===== config.mk =====
export PLATFORM = sky130hd
export DESIGN_NAME = a_74hc283
export DESIGN_NICKNAME = d
export VERILOG_FILES = /design/src/rtl/a_74hc283.sv
export SDC_FILE = /design/constraint.sdc
export NUM_CORES = 1
export LEC_CHECK = 0
export ABC_AREA = 1
export CAP_MARGIN = 20
export CORE_AREA = 2 2 39 41
export DETAILED_ROUTE_END_ITERATION = 8
export DIE_AREA = 0 0 41 43
export GPL_TIMING_DRIVEN = 1
export PLACE_DENSITY = 0.73
export RECOVER_POWER = 100
export SKIP_LAST_GASP = 1
export SYNTH_ARGS = -nofsm -noshare
export SYNTH_HDL_FRONTEND = slang
export SYNTH_SLANG_ARGS = --single-unit

===== constraint.sdc =====
create_clock -name clk -period 2.5 [get_ports clk]
set_input_delay 0.375 -clock clk [delete_from_list [all_inputs] [get_ports clk]]
set_output_delay 0.375 -clock clk [all_outputs]
set_load 0.05 [all_outputs]

===== src/rtl/a_74hc283.sv =====
// ---------------------------------------------------------------------------
// a_74hc283 -- cascadable 4-bit-slice carry-lookahead binary adder
//
// Behaves like a 74HC283 chained to WIDTH bits. {Cout,Sum} = A + B + Cin is
// produced purely combinationally, so the adder works with the clock idle.
// A registered copy of the result, with a one-cycle valid strobe, is also
// provided for synchronous datapaths.
//
// Parameters:
//   WIDTH   operand width, a positive multiple of 4 (one lookahead slice
//           per 4 bits, slices rippled together)
//
// Ports:
//   clk      in   rising-edge clock, registered path only
//   rst_n    in   asynchronous active-low reset, clears registered outputs
//   A, B     in   WIDTH-bit unsigned operands
//   Cin      in   carry in (weight 1)
//   en       in   capture strobe for the registered path
//   Sum      out  combinational (A+B+Cin) mod 2^WIDTH
//   Cout     out  combinational carry out (bit WIDTH of A+B+Cin)
//   sum_q    out  registered Sum
//   cout_q   out  registered Cout
//   valid_q  out  high the cycle after an en capture
//
// Optional status flags (macro A283_STATUS_EN):
//   zero/ovf/neg      combinational: Sum==0, signed overflow, Sum MSB
//   zero_q/ovf_q/neg_q registered copies, captured/reset like sum_q
// ---------------------------------------------------------------------------
module a_74hc283 #(
    parameter int WIDTH = 4
) (
    input  logic             clk,
    input  logic             rst_n,
    input  logic [WIDTH-1:0] A,
    input  logic [WIDTH-1:0] B,
    input  logic             Cin,
    input  logic             en,
    output logic [WIDTH-1:0] Sum,
    output logic             Cout,
    output logic [WIDTH-1:0] sum_q,
    output logic             cout_q,
    output logic             valid_q
`ifdef A283_STATUS_EN
    ,
    output logic             zero,
    output logic             ovf,
    output logic             neg,
    output logic             zero_q,
    output logic             ovf_q,
    output logic             neg_q
`endif
);

    localparam int NSLICE = WIDTH / 4;

    generate
        if ((WIDTH < 4) || ((WIDTH % 4) != 0)) begin : g_bad_width
            $error("a_74hc283: WIDTH must be a positive multiple of 4");
        end
    endgenerate

    logic [WIDTH-1:0]  g;        // per-bit generate
    logic [WIDTH-1:0]  p;        // per-bit propagate
    logic [WIDTH-1:0]  c;        // carry into each bit
    logic [NSLICE:0]   slice_c;  // carry between slices

    assign g       = A & B;
    assign p       = A ^ B;
    assign slice_c[0] = Cin;

    // Each slice computes its internal carries and carry-out directly from
    // its own g/p and the slice carry-in; slices ripple into one another.
    genvar gi;
    generate
        for (gi = 0; gi < NSLICE; gi++) begin : g_slice
            logic [3:0] sg;
            logic [3:0] sp;
            logic       c0;

            assign sg = g[4*gi +: 4];
            assign sp = p[4*gi +: 4];
            assign c0 = slice_c[gi];

            assign c[4*gi]     = c0;
            assign c[4*gi + 1] = sg[0] | (sp[0] & c0);
            assign c[4*gi + 2] = sg[1] | (sp[1] & sg[0]) | (sp[1] & sp[0] & c0);
            assign c[4*gi + 3] = sg[2] | (sp[2] & sg[1]) | (sp[2] & sp[1] & sg[0])
                               | (sp[2] & sp[1] & sp[0] & c0);
            assign slice_c[gi + 1] = sg[3]
                               | (sp[3] & sg[2])
                               | (sp[3] & sp[2] & sg[1])
                               | (sp[3] & sp[2] & sp[1] & sg[0])
                               | (sp[3] & sp[2] & sp[1] & sp[0] & c0);

            assign Sum[4*gi +: 4] = sp ^ c[4*gi +: 4];
        end
    endgenerate

    assign Cout = slice_c[NSLICE];

`ifdef A283_STATUS_EN
    assign zero = (Sum == '0);
    // Signed overflow: carry into the sign bit differs from carry out of it.
    assign ovf  = c[WIDTH-1] ^ Cout;
    assign neg  = Sum[WIDTH-1];
`endif

    // Registered result path; reset acts immediately, without a clock edge.
    always_ff @(posedge clk or negedge rst_n) begin
        if (!rst_n) begin
            sum_q   <= '0;
            cout_q  <= 1'b0;
            valid_q <= 1'b0;
`ifdef A283_STATUS_EN
            zero_q  <= 1'b0;
            ovf_q   <= 1'b0;
            neg_q   <= 1'b0;
`endif
        end else begin
            valid_q <= en;
            if (en) begin
                sum_q  <= Sum;
                cout_q <= Cout;
`ifdef A283_STATUS_EN
                zero_q <= zero;
                ovf_q  <= ovf;
                neg_q  <= neg;
`endif
            end
        end
    end

endmodule


==> impl_metrics.yaml <==
sta:
  hold_viol_final: 0
  worst_slew_pin_slew_ps: 507
  fmax_mhz: 433
  slew_headroom_pct: 66.1
  final_max_slew_viol_count: 0
  setup_tns_ps: 0
  setup_slack_ps: 192
  period_share_pct: 92.3
  setup_viol: 0
  min_period_ps: 2310
  rsz0062_at_grt: "no"
  fin_skew_ps: 0
floorplan:
  fp.dieArea_um2: 1760
  initial_core_util_pct: 29.5
  die_h_um: 43
  io_pins: 23
  die_x_um: 41
  rows: 14
  core_area_um2: 1380
cells_and_area:
  synthToLayoutAreaGrowth_pct: 71.2
  multi_input_area_um2: 224
  register_area_um2: 150
  fin_nets: 98
  instances_no_fill: 95
  drive_above_1_share_pct: 8.86
  fillers: 139
  diodes: 0
clock_network:
  post_cts_buffers: 0
  cts_tree: "yes"
  cts_htree_levels: 1
  clock-sinks: 6
  clock_path_buffers: 2
  post_cts_hold_buffer_count: 0
  numCtsBuffers: 3
  postCtsResizedCells: 0
  insertion_delay_ps: 230
  cts_root_buf: "clkbuf_4"
  path_clk_slew_ps: 40
critical_path:
  max_stage_delay_ps: 540
  worstPathMaxFanout: 4
  crit_chain: "dlygate4sd3_1 > ha_1 > nand2_1 > nand2_1 > nand2_1 > nand2_1 > nand2_1 > and2_1 > buf_12"
  path_class: "input port to output pin"
  crit_path_end_kind: "output pin"
  crit_top_cell: "nand2_1"
  worstPathRequired_ps: 2120
  crit_family: "buffers and inverters"
  cp-start-kind: "input port"
  critPathSlowestCell: "dlygate4sd3_1"
  crit_buf_inv: 2
  worstPathArrival_ps: 1930
synth:
  synthTopCellsByArea: "dfrtp_1, nand2_1, ha_1"
  synth_fp_nets: 71
  syn-cell-area_um2: 408
  yosysSeqAreaShare_pct: 36.8
  synthDistinctLibCells: 13
  syn_area_per_cell_um2: 7.55
  synth_seq_cells: 6
  synth_top_area_share_pct: 36.8
  yosysTopAreaCell: "dfrtp_1"
  yosysWarnings: 0
  syn_inst: 54
route:
  wirelength_um: 848
  routed_via_density: 4.34
  wl_per_cell_um: 8.93
  drtPass1Iterations: 4
  vias: 412
  ant_nets: 0
  drt-initial-drc-count: 11
  drc: 0
global_routing:
  grt_pass1_vias: 378
  grtUsageTotal_pct: 11.5
  antenna_found_initial: 0
  grt_max_degree: 7
  grt-ovfl-total: 0
  grt_pass1_wl_um: 1360
placed_design:
  dp.cells: 92
  dp_slack_ps: 268
  port_buffers: 22
  gp_congestion: 0.670
  dp_hpwl_um: 741
power_and_ir_drop:
  clockPowerShare_pct: 18.9
  p_int_uw: 257
  switching_power_uw: 187
  share_seq_of_total_power_pct: 26.5
  power_uw: 444
  p_leak_uw: 0.000373
  power.share.combinational_pct: 54.6
  ir_worst_vdd_uv: 215
  p_sw_share_pct: 42.0
  p_per_area_nw_per_um2: 636
run_status:
  outcome: "complete, no violations"
min_path:
  min_path_type: "input port to async pin"
flow_run:
  max_cap_viol_count: 0
per-stage QoR:
stage | utilization [%] | instance area [um2] | hold slack (ps)
floorplan | - | 408 | 79.4
global placement | 50.5 | 698 | 465
detailed placement | 50.5 | 698 | 479
CTS | 52.1 | 721 | 372
global route | 50.5 | 698 | 460
finish | 50.5 | 698 | 441
cells in the mapped netlist (all sizes together):
library cell,instances
nand4,2
nand3,5
nor2,1
xnor2,1
nand2,20
ha,4
a21oi,1
dfrtp,6
and2,2
or2,1
inv,9
o21ai,1
fa,1
cell usage in the layout (no fill, tap or decap), drive strengths merged, types with 2 or more instances in the layout:
master,synthesis,layout
nand2,20,20
dlygate4sd3,0,10
inv,9,9
clkdlybuf4s50,0,7
dfrtp,6,6
nand3,5,5
ha,4,4
clkbuf,0,4
buf,0,3
nand4,2,2
and2,2,2
worst paths after layout:
path	start	end	slack, ps	cells after the start
hold / removal	rst_n	sum_q[2]$_DFFE_PN0P_	440	1
setup reg to reg	sum_q[0]$_DFFE_PN0P_	sum_q[0]$_DFFE_PN0P_	1850	2
setup / recovery	B[1]	Sum[3]	190	9
max in group asynchronous	rst_n	sum_q[0]$_DFFE_PN0P_	1850	1
min in group clk	sum_q[1]$_DFFE_PN0P_	sum_q[1]$_DFFE_PN0P_	480	2
hold reg to reg	sum_q[1]$_DFFE_PN0P_	sum_q[1]$_DFFE_PN0P_	480	2
state kept, by name, indices dropped and copies added, names as in the netlist:
signal,flops
cout_q,1
sum_q,4
valid_q,1
power by group through the flow:
| stage | Combinational (uW) | Sequential [uW] | Clock, uW |
|---|---|---|---|
| 6_report | 242 | 118 | 83.8 |
| 5_1_grt | 260 | 119 | 90.8 |
| 4_1_cts | 265 | 119 | 87.2 |
| 3_5_place_dp | 264 | 120 | 0 |
| 3_3_place_gp | 262 | 118 | 0 |
| 2_1_floorplan | 97.7 | 168 | 0 |
metal layers:
metal	GRT usage [%]	part of all wire, %	vias up
met5	0	0	-
met3	1.57	9.3	0
met2	20.0	49	21
li1	-	-	222
met1	11.4	42	169
met4	8.00	0	0
cells by family after synthesis:
family	after synthesis	synth area share, %
buffers and inverters	9	8.28
adder cells (fa/ha/maj)	5	17.2
AO/OA/AOI/OAI	2	2.45
AND/OR/NAND/NOR	31	33.1
flip-flops	6	36.8
XOR/XNOR	1	2.15
layout make-up:
class	count	area share, %
sequential	6	21.5
multi-input combinational	39	32.1
timing repair buffer	22	35.5
clock buffer	3	3.23
inverter	9	4.84
tap	16	2.87
No activity file was read; power rests on OpenSTA's default activity.
